## src/rtl/wb_burst_reader.sv

```systemverilog
`default_nettype none
// ============================================================================
//  Module   : wb_burst_reader
//  Purpose  : Wishbone registered-feedback read master.  Streams a linear
//             block of 32-bit words from a Wishbone slave into a downstream
//             FIFO.  The block is split into incrementing bursts of at most
//             BURST words.  A burst starts only when the FIFO guarantees room
//             for the whole burst.
//  Revision : 1.0  initial release
// ----------------------------------------------------------------------------
//  Parameters
//    ADR_W      Wishbone byte-address width
//    LEN_W      width of the word-count field
//    BURST      maximum words per burst (power of two, 2..256)
//  Ports
//    clk, rst_n                   clock, asynchronous active-low reset
//    cmd_valid/cmd_ready          transfer request handshake
//    cmd_adr                      start byte address (bits [1:0] ignored)
//    cmd_len                      number of words (0 = no bus activity)
//    done                         one-cycle completion pulse
//    wb_cyc/wb_stb/wb_we/wb_sel   Wishbone master control
//    wb_adr/wb_cti/wb_bte         Wishbone address and burst signalling
//    wb_dat_ms/wb_dat_sm          Wishbone write / read data
//    wb_ack                       slave acknowledge
//    fifo_afull                   low = at least BURST free FIFO entries
//    fifo_wdata/fifo_we           FIFO push interface
// ============================================================================
module wb_burst_reader #(
    parameter int ADR_W = 32,
    parameter int LEN_W = 16,
    parameter int BURST = 16
) (
    input  logic             clk,
    input  logic             rst_n,
    // command interface
    input  logic             cmd_valid,
    output logic             cmd_ready,
    input  logic [ADR_W-1:0] cmd_adr,
    input  logic [LEN_W-1:0] cmd_len,
    output logic             done,
    // Wishbone master
    output logic             wb_cyc,
    output logic             wb_stb,
    output logic             wb_we,
    output logic [3:0]       wb_sel,
    output logic [ADR_W-1:0] wb_adr,
    output logic [2:0]       wb_cti,
    output logic [1:0]       wb_bte,
    output logic [31:0]      wb_dat_ms,
    input  logic [31:0]      wb_dat_sm,
    input  logic             wb_ack,
    // FIFO push side
    input  logic             fifo_afull,
    output logic [31:0]      fifo_wdata,
    output logic             fifo_we
);

    // beat counter must be able to hold BURST itself, hence the extra bit
    localparam int c_BEAT_W = $clog2(BURST) + 1;

    localparam logic [1:0] c_ST_IDLE  = 2'd0;
    localparam logic [1:0] c_ST_WAIT  = 2'd1;
    localparam logic [1:0] c_ST_BURST = 2'd2;
    localparam logic [1:0] c_ST_GAP   = 2'd3;

    localparam logic [2:0] c_CTI_CLASSIC = 3'b000;
    localparam logic [2:0] c_CTI_INCR    = 3'b010;
    localparam logic [2:0] c_CTI_END     = 3'b111;

    logic [1:0]          r_state;
    logic [1:0]          w_state_nxt;

    logic [ADR_W-1:0]    r_adr;
    logic [LEN_W-1:0]    r_remaining;
    logic [c_BEAT_W-1:0] r_beats;       // beats left in the current burst, including the one on the bus
    logic                r_single;      // current burst is one beat long: classic cycle
    logic                r_done;
    logic                r_fifo_we;
    logic [31:0]         r_fifo_wdata;

    logic [c_BEAT_W-1:0] w_bl;
    logic                w_ack_beat;
    logic                w_last_beat;
    logic                w_accept;
    logic                w_zero_cmd;

    // ------------------------------------------------------------------
    // Helper decodes
    // ------------------------------------------------------------------
    always_comb begin
        if (r_remaining >= LEN_W'(BURST)) begin
            w_bl = c_BEAT_W'(BURST);
        end else begin
            w_bl = r_remaining[c_BEAT_W-1:0];
        end
    end

    assign w_ack_beat  = (r_state == c_ST_BURST) && wb_ack;
    assign w_last_beat = (r_beats == c_BEAT_W'(1));
    assign w_accept    = (r_state == c_ST_IDLE) && cmd_valid;
    assign w_zero_cmd  = (cmd_len == '0);

    // ------------------------------------------------------------------
    // FSM: state register
    // ------------------------------------------------------------------
    always_ff @(posedge clk or negedge rst_n) begin
        if (!rst_n) begin
            r_state <= c_ST_IDLE;
        end else begin
            r_state <= w_state_nxt;
        end
    end

    // ------------------------------------------------------------------
    // FSM: next-state logic
    // ------------------------------------------------------------------
    always_comb begin
        w_state_nxt = r_state;
        case (r_state)
            c_ST_IDLE: begin
                if (cmd_valid && !w_zero_cmd) begin
                    w_state_nxt = c_ST_WAIT;
                end
            end
            c_ST_WAIT: begin
                // afull is only looked at here; once a burst starts the
                // FIFO has already promised room for all of it
                if (!fifo_afull) begin
                    w_state_nxt = c_ST_BURST;
                end
            end
            c_ST_BURST: begin
                if (wb_ack && w_last_beat) begin
                    w_state_nxt = c_ST_GAP;
                end
            end
            c_ST_GAP: begin
                if (r_remaining == '0) begin
                    w_state_nxt = c_ST_IDLE;
                end else begin
                    w_state_nxt = c_ST_WAIT;
                end
            end
            default: w_state_nxt = c_ST_IDLE;
        endcase
    end

    // ------------------------------------------------------------------
    // FSM: output decode
    // ------------------------------------------------------------------
    always_comb begin
        cmd_ready = 1'b0;
        wb_cyc    = 1'b0;
        wb_cti    = c_CTI_CLASSIC;
        case (r_state)
            c_ST_IDLE: begin
                cmd_ready = 1'b1;
            end
            c_ST_BURST: begin
                wb_cyc = 1'b1;
                if (r_single) begin
                    wb_cti = c_CTI_CLASSIC;
                end else if (w_last_beat) begin
                    wb_cti = c_CTI_END;
                end else begin
                    wb_cti = c_CTI_INCR;
                end
            end
            default: begin
                cmd_ready = 1'b0;
            end
        endcase
    end

    // ------------------------------------------------------------------
    // Address and counters
    // ------------------------------------------------------------------
    always_ff @(posedge clk or negedge rst_n) begin
        if (!rst_n) begin
            r_adr       <= '0;
            r_remaining <= '0;
            r_beats     <= '0;
            r_single    <= 1'b0;
        end else begin
            if (w_accept) begin
                // masking keeps the start address word aligned
                r_adr       <= cmd_adr & ~ADR_W'(3);
                r_remaining <= cmd_len;
            end
            if ((r_state == c_ST_WAIT) && !fifo_afull) begin
                r_beats  <= w_bl;
                r_single <= (w_bl == c_BEAT_W'(1));
            end
            if (w_ack_beat) begin
                // address wraps naturally modulo 2^ADR_W
                r_adr       <= r_adr + ADR_W'(4);
                r_remaining <= r_remaining - LEN_W'(1);
                r_beats     <= r_beats - c_BEAT_W'(1);
            end
        end
    end

    // ------------------------------------------------------------------
    // FIFO push and completion pulse, both registered
    // ------------------------------------------------------------------
    always_ff @(posedge clk or negedge rst_n) begin
        if (!rst_n) begin
            r_fifo_we    <= 1'b0;
            r_fifo_wdata <= '0;
            r_done       <= 1'b0;
        end else begin
            r_fifo_we <= w_ack_beat;
            if (w_ack_beat) begin
                r_fifo_wdata <= wb_dat_sm;
            end
            // GAP with nothing left means the final push is going out
            // this cycle; done follows it by one cycle
            r_done <= (w_accept && w_zero_cmd) ||
                      ((r_state == c_ST_GAP) && (r_remaining == '0));
        end
    end

    // ------------------------------------------------------------------
    // Outputs
    // ------------------------------------------------------------------
    assign done       = r_done;
    assign wb_stb     = wb_cyc;
    assign wb_we      = 1'b0;
    assign wb_sel     = 4'hF;
    assign wb_adr     = r_adr;
    assign wb_bte     = 2'b00;
    assign wb_dat_ms  = 32'h0;
    assign fifo_we    = r_fifo_we;
    assign fifo_wdata = r_fifo_wdata;

endmodule
`default_nettype wire

```

## config.mk

```make
export PLATFORM = sky130hd
export DESIGN_NAME = wb_burst_reader
export DESIGN_NICKNAME = d
export VERILOG_FILES = /design/src/rtl/wb_burst_reader.sv
export SDC_FILE = /design/constraint.sdc
export NUM_CORES = 1
export LEC_CHECK = 0
export CORE_MARGIN = 1
export CORE_UTILIZATION = 44
export DETAILED_ROUTE_END_ITERATION = 10
export PLACE_DENSITY = 0.81
export SETUP_SLACK_MARGIN = 0.3
export SLEW_MARGIN = 0
export SYNTH_ARGS = -nofsm -noshare
export SYNTH_HDL_FRONTEND = slang
export SYNTH_SLANG_ARGS = --single-unit
```

## constraint.sdc

```tcl
create_clock -name clk -period 2.5 [get_ports clk]
set_input_delay 0.375 -clock clk [delete_from_list [all_inputs] [get_ports clk]]
set_output_delay 0.375 -clock clk [all_outputs]
set_load 0.02 [all_outputs]
```

==> results of run 1 <==
==> through the flow <==
stage               hold WS (ns)  power (mW)  setup WS (ns)
floorplan                 0.0794        5.01          0.364
global placement           0.356        6.59          0.262
detailed placement         0.366        6.76          0.236
CTS                        0.484        7.70          0.152
global route               0.516        8.26          0.278
finish                     0.479        7.72          0.319
==> flip-flops by register name (all words and copies together) (netlist names) <==
signal and count:
done 1, fifo_we 1, r_remaining 16, r_beats 5
fifo_wdata 32, r_single 1, wb_adr 30, r_state 2
==> Yosys cell counts, types with 8 or more instances <==
library cell / count / share of area (%)
nand2_1: 135 / 11
dfrtp_1: 88 / 46
buf_4: 43 / 6.7
nor2_1: 43 / 3.4
a211oi_1: 18 / 2.8
a21oi_1: 18 / 1.9
clkbuf_1: 18 / 1.4
o21ai_0: 17 / 1.8
nand3_1: 15 / 1.6
inv_1: 10 / 0.78
o22ai_1: 10 / 1.3
and3_1: 9 / 1.2
nor3_1: 9 / 0.94
o211ai_1: 9 / 1.4
ha_1: 8 / 2.1
nor4_1: 8 / 1.0
==> power breakdown <==
| part | internal [mW] | switching [mW] |
|---|---|---|
| Sequential | 2.09 | 0.690 |
| Combinational | 1.82 | 2.19 |
| Clock | 0.417 | 0.517 |
| Total | 4.33 | 3.39 |
==> worst max-delay path by stage <==
stage,startpoint,end,depth (start not counted)
floorplan,r_state[0],wb_adr[19],9
global placement,wb_ack,wb_adr[19],7
detailed placement,r_beats[1],wb_cti[0],5
CTS,r_beats[1],wb_cti[0],5
global route,r_beats[1],wb_cti[0],5
finish,r_beats[1],wb_cti[0],5
==> final cells by class <==
cell class	count	area, µm²	share of cell area (%)
well taps	136	170	2.57
clock inverters	4	28.8	0.434
multi-input cells	420	2340	35.3
repair buffers	173	1690	25.4
flip-flops and latches	88	2200	33.3
inverters	11	43.8	0.661
clock buffers	12	155	2.34
==> cell families (layout without fill, tap and decap cells) <==
logic type / Yosys count / after routing / synth area share (%)
flops: 88 / 88 / 45.9
mux: 4 / 4 / 0.860
fa+ha+maj: 8 / 8 / 2.08
buf+inv: 75 / 200 / 9.30
other cells: 2 / 41 / 0.156
compound gates: 108 / 108 / 15.9
simple gates: 259 / 259 / 25.8
==> layer usage <==
metal	wire (µm)	part of all wire, %
met5	0	0
met3	960	7.3
met1	5270	40
met2	6480	49
met4	452	3.4
==> cells in the final DEF, fill, tap and decap left out, drive strengths merged, types with 3 or more instances in the layout <==
| cell | synthesis | layout |
|---|---|---|
| a21oi | 18 | 18 |
| o21ai | 17 | 17 |
| dfrtp | 88 | 88 |
| a311oi | 7 | 7 |
| nand2 | 137 | 137 |
| ha | 8 | 8 |
| inv | 10 | 11 |
| buf | 45 | 22 |
| clkdlybuf4s50 | 0 | 145 |
| nand4 | 9 | 9 |
| nor2 | 44 | 44 |
| o311ai | 5 | 5 |
| and3 | 9 | 9 |
| a221o | 5 | 5 |
| nor4 | 9 | 9 |
| nand3 | 15 | 15 |
| and4 | 5 | 5 |
| nor3b | 3 | 3 |
| dlygate4sd2 | 0 | 4 |
| o22ai | 10 | 10 |
| nor2b | 3 | 3 |
| nor3 | 10 | 10 |
| mux2i | 3 | 3 |
| o211ai | 9 | 9 |
| a211oi | 18 | 18 |
| or4 | 4 | 4 |
| clkbuf | 19 | 13 |
| conb | 2 | 41 |
==> repair_timing <==
item / 4_1_cts / 5_1_grt
hold endpoints to repair: 33 / 0
cloned: 0 / 0
pin swaps: 0 / 2
buffers inserted: 0 / 6
gates resized for setup: 11 / 14
setup endpoints to repair: 6 / 20
hold buffers: 1 / 0
==> critical path: stages (launching register included) <==
cell	delay, ns
dfrtp_1	0.41
inv_1	0.09
ha_1	0.14
or4b_4	0.50
nor2b_4	0.13
clkbuf_2	0.18
==> summary.txt, run 1 <==
Critical path
  • Crit Path Category: reg -> out
  • FF-to-FF Start: r_remaining[1]
  • R2R setup slack: 0.36 ns
  • Setup crit start kind: flop
  • Endpoint class of the critical path: output pin
  • Critical path fanouts, max: 3
  • Worst path required time: 2.12 ns
  • Worst endpoint data arrival time: 1.81 ns
  • Reg2Reg Depth: 7
  • R2R Path End: r_state[0]

Layout
  • Final non-filler cell total: 844
  • Layout Utilization: 63.4%
  • N_diodes: 0
  • Fin nets: just under 800
  • Layout area overhead: 38.1%
  • Final Cell Area: 0.00663 mm²
  • Fillers: around 890
  • Fraction of layout cells with a size suffix above 1: 9.18%

Placement
  • # placed instances: approximately 800
  • Gp weighted congestion: 0.847
  • Detailed placer's ending HPWL: 9.43 mm
  • Placed cell area: 0.00637 mm²
  • Port bufs: about 150

Synthesis
  • Post-Syn Instances: around 540
  • Mapped Area: 0.00480 mm²
  • Ys async rst share: 100%
  • Synthesis warning total: 0
  • Register area share after synthesis: between 40 and 50%
  • Top FF cell, synth: dfrtp_1
  • Yosys cell types: 61
  • Seq cells post-synth: between 80 and 90
  • Avg Inst Size Synth: 8.83 µm²
  • Post-synth EDFFs: 0

Timing
  • Slew headroom: 65.0%
  • Clock skew after layout: 0.0151 ns
  • RSZ-0062 raised after global routing: true
  • Actual slew at the worst max-slew pin: between 0.5 and 0.6 ns
  • F_max: 0.459 GHz
  • TNS Setup: 0 ns
  • Final hold violation count: 0
  • Part of the cycle the worst path needs: 87.2%
  • Slew Limit Fails: 0
  • Fin crit period: 2.18 ns
  • Setup Viol. Count Final: 0

Clock tree
  • Clk sinks: 88
  • Worst-path clk slew: 0.08 ns
  • CTS tree: done
  • CTS max path bufs: 2
  • Worst skew pair latency: 0.36 ns
  • CTS root buf: clkbuf_8
  • Num CTS Buffers: 9
  • H-tree depth: 3

Job
  • Max-cap viol count: 0

Routing
  • Vias: 4,641
  • WL final: 13.2 mm
  • Vias/cell: 5.50
  • Antenna-violating nets left: 0
  • First-pass DRT Iterations: 4
  • DRT iter0 DRCs: 269
  • DR WL/cell: approximately 16 µm
  • DRC: 0

Min path
  • Min-delay src: fifo_wdata[12]
  • Hold Path Class: reg -> reg
  • Hold path endpoint: fifo_wdata[12]
  • Hold Path Depth: 2

Floorplan
  • Die height: 106 µm
  • Chip Width: roughly 110 µm
  • I/O pin cnt: ~200
  • Core box area: around 0.010 mm²
  • Starting Density: 45.9%
  • Row cnt: 37
  • Die ar.: 0.0113 mm²

Pwr
  • Pwr Density: ~1200 mW/mm²
  • Peak VDD IR: 0.000619 V
  • Leak Pwr: 2.93 nW

Global route
  • Met1 Usage GRT: 27.8%
  • Met2 Usage GRT: around 40%
  • Grt met3 use: 5.52%
  • Initial antenna violation count: 0
  • Global routing's busiest layer: met2
  • Largest net degree at the start of global routing: 56
  • Tot GR Track Use: between 20% and 30%
  • Remaining global-route overflow: 0
  • Vias in the first global route: 4,549
  • First-pass GRT wire length: 21.3 mm

Status
  • Run status: complete, no violations
No activity file was read; power rests on OpenSTA's default activity.
==> run 2: changes to the inputs <==
- PLACE_DENSITY: 0.81 -> 0.86
==> run 2 against run 1 <==
Count of clock-buffer cells in the layout shrank 3. Cell count shrank 0.95%. Core utilization shrank 0.53 points. Sequential cell count is the same. Register-to-register slack gained 0.07 ns. Largest cell class unchanged. First-iteration DRC count shrank 5.2%. Maximum frequency grew 1.9%. Highest routed layer unchanged. Final area shrank 0.83%. Critical path depth is the same.
==> summary.txt, run 2 (synthesis gave the netlist of run 1 again) <==
Status
  • Run status: complete, no violations (unchanged)

Layout
  • N_diodes: 0 (unchanged)
  • Most common library cell in the layout ignoring fill and taps: clkdlybuf4s50_1 (unchanged)
  • Fraction of layout cells with a size suffix above 1: 8.29% (was 9.18%)
  • Commonest cells after routing, fill and taps aside: clkdlybuf4s50_1 (145), nand2_1 (135), dfrtp_1 (85), nor2_1 (42), conb_1 (41) (was clkdlybuf4s50_1 (145), nand2_1 (135), dfrtp_1 (86), conb_1 (41), nor2_1 (40))
  • Max FFs per register: 32 (unchanged)
  • Fin nets: 788 (was 796)
  • Layout area overhead: 36.9% (was 38.1%)

Critical path
  • Reg2Reg Depth: 8 (was 7)
  • R2R Path End: wb_adr[19] (was r_state[0])
  • R2R setup slack: 0.43 ns (was 0.36 ns)
  • Crit path capture: wb_cti[0] (unchanged)
  • Critical path fanouts, max: 3 (unchanged)
  • Crit Path Category: reg -> out (unchanged)
  • Max stage delay on crit path: 0.48 ns (was 0.50 ns)
  • CP Cell Sequence: inv_1, ha_1, or4b_4, nor2b_2, buf_2 (was inv_1, ha_1, or4b_4, nor2b_4, clkbuf_2)
  • Critical path origin: r_beats[1] (unchanged)
  • Worst path required time: 2.12 ns (about the same)
  • FF-to-FF Start: r_state[0] (was r_remaining[1])
  • Slowest cell on the critical path: or4b_4 (unchanged)
  • Setup crit start kind: flop (unchanged)
  • Worst endpoint data arrival time: 1.76 ns (was 1.81 ns)
  • Endpoint class of the critical path: output pin (unchanged)

Pwr
  • Pwr Density: 1170 mW/mm² (was 1160 mW/mm²)
  • Leak Pwr: 2.90 nW (was 2.93 nW)
  • Peak VDD IR: 0.000590 V (was 0.000619 V)
  • Power Total: 7.67 mW (was 7.72 mW)

Clock tree
  • Num CTS Buffers: 9 (unchanged)
  • Worst-path clk slew: 0.08 ns (about the same)
  • Clk sinks: 88 (unchanged)
  • Worst skew pair latency: 0.35 ns (was 0.36 ns)
  • CTS root buf: clkbuf_8 (unchanged)
  • CTS tree: done (unchanged)
  • H-tree depth: 3 (unchanged)
  • CTS max path bufs: 2 (unchanged)

Timing
  • Fin crit period: 2.14 ns (was 2.18 ns)
  • Actual slew at the worst max-slew pin: 0.506 ns (was 0.520 ns)
  • Part of the cycle the worst path needs: 85.6% (was 87.2%)
  • Slew headroom: 66.0% (was 65.0%)
  • Final hold violation count: 0 (unchanged)
  • Setup Viol. Count Final: 0 (unchanged)
  • TNS Setup: 0 ns (unchanged)
  • Slew Limit Fails: 0 (unchanged)
  • F_max: 0.467 GHz (was 0.459 GHz)
  • RSZ-0062 raised after global routing: true (unchanged)
  • Clock skew after layout: 0.0155 ns (was 0.0151 ns)

Routing
  • WL final: 12.9 mm (was 13.2 mm)
  • DRT iter0 DRCs: 255 (was 269)
  • First-pass DRT Iterations: 4 (unchanged)
  • Vias/cell: 5.44 (was 5.50)
  • DR WL/cell: 15.4 µm (was 15.6 µm)
  • Vias: 4,544 (was 4,641)
  • Antenna-violating nets left: 0 (unchanged)
  • DRC: 0 (unchanged)

Floorplan
  • Core box area: 0.0105 mm² (unchanged)
  • Row cnt: 37 (unchanged)
  • Die height: 106 µm (unchanged)
  • Starting Density: 45.9% (unchanged)
  • Die ar.: 0.0113 mm² (unchanged)
  • Chip Width: 106 µm (unchanged)
  • I/O pin cnt: 196 (unchanged)

Global route
  • Initial antenna violation count: 0 (unchanged)
  • First-pass GRT wire length: 21.5 mm (was 21.3 mm)
  • Vias in the first global route: 4,561 (was 4,549)
  • Largest net degree at the start of global routing: 63 (was 56)
  • Remaining global-route overflow: 0 (unchanged)
  • Tot GR Track Use: 23.7% (was 23.5%)

Placement
  • Port bufs: 152 (unchanged)
  • Gp weighted congestion: 0.830 (was 0.847)
  • Detailed placer's ending HPWL: 9.28 mm (was 9.43 mm)

Job
  • Max-cap viol count: 0 (unchanged)

Min path
  • Hold Path Class: reg -> reg (unchanged)
-- run 2: metal layers --
metal  part of all wire (%)  GRT usage, %  wire length [µm]
met1                     41          29.3              5250
met2                     49          39.9              6300
met3                    7.9          6.19              1020
met4                    2.2          8.32               284
met5                      0             0                 0
-- run 2: metrics by stage --
step                      cells  hold slack (ns)  area (µm²)  setup WS [ns]  util (%)
after floorplan             583           0.0794        4960          0.364         -
after global placement      817            0.341        6360          0.244      60.8
after detailed placement    817            0.349        6360          0.215      60.8
after CTS                   834            0.488        6540          0.146      62.5
after global routing        836            0.508        6580          0.274      62.8
final                       836            0.484        6580          0.361      62.8
-- run 2: worst min-delay path by stage --
stage | cells after the start | slack [ns] | startpoint | to
finish | 2 | 0.48 | fifo_wdata[25] | fifo_wdata[25]
global placement | 1 | 0.34 | rst_n | fifo_wdata[0]
floorplan | 0 | 0.08 | rst_n | done
CTS | 2 | 0.49 | fifo_wdata[15] | fifo_wdata[15]
global route | 2 | 0.51 | fifo_wdata[12] | fifo_wdata[12]
detailed placement | 1 | 0.35 | rst_n | fifo_wdata[0]
-- run 2: repair_timing --
item | 4_1_cts | 5_1_grt
setup buffers | 0 | 2
endpoints found under the setup margin | 7 | 17
resized for setup | 12 | 12
hold buffers | 1 | 0
endpoints found under the hold margin | 33 | 0
pin swaps | 0 | 1
-- run 2: area by class of cell --
class | instances | area (µm²)
clock buffers | 9 | 124
clock inverters | 7 | 47.5
fillers | 863 | 3890
inverters | 11 | 42.5
multi-input cells | 420 | 2340
flip-flops and latches | 88 | 2210
well taps | 136 | 170
repair buffers | 165 | 1650
-- run 2: worst max-delay path: cells and delay by family (launching register included) --
family                     cells  cell delay (ns)
adders and majority gates      1             0.13
DFF                            1             0.40
buffers and inverters          2             0.27
and+or+nand+nor                2             0.64
-- run 2: power by group --
part | total, mW | internal [mW] | switching (mW)
Combinational | 4.00 | 1.82 | 2.18
Sequential | 2.77 | 2.09 | 0.683
Clock | 0.890 | 0.361 | 0.529
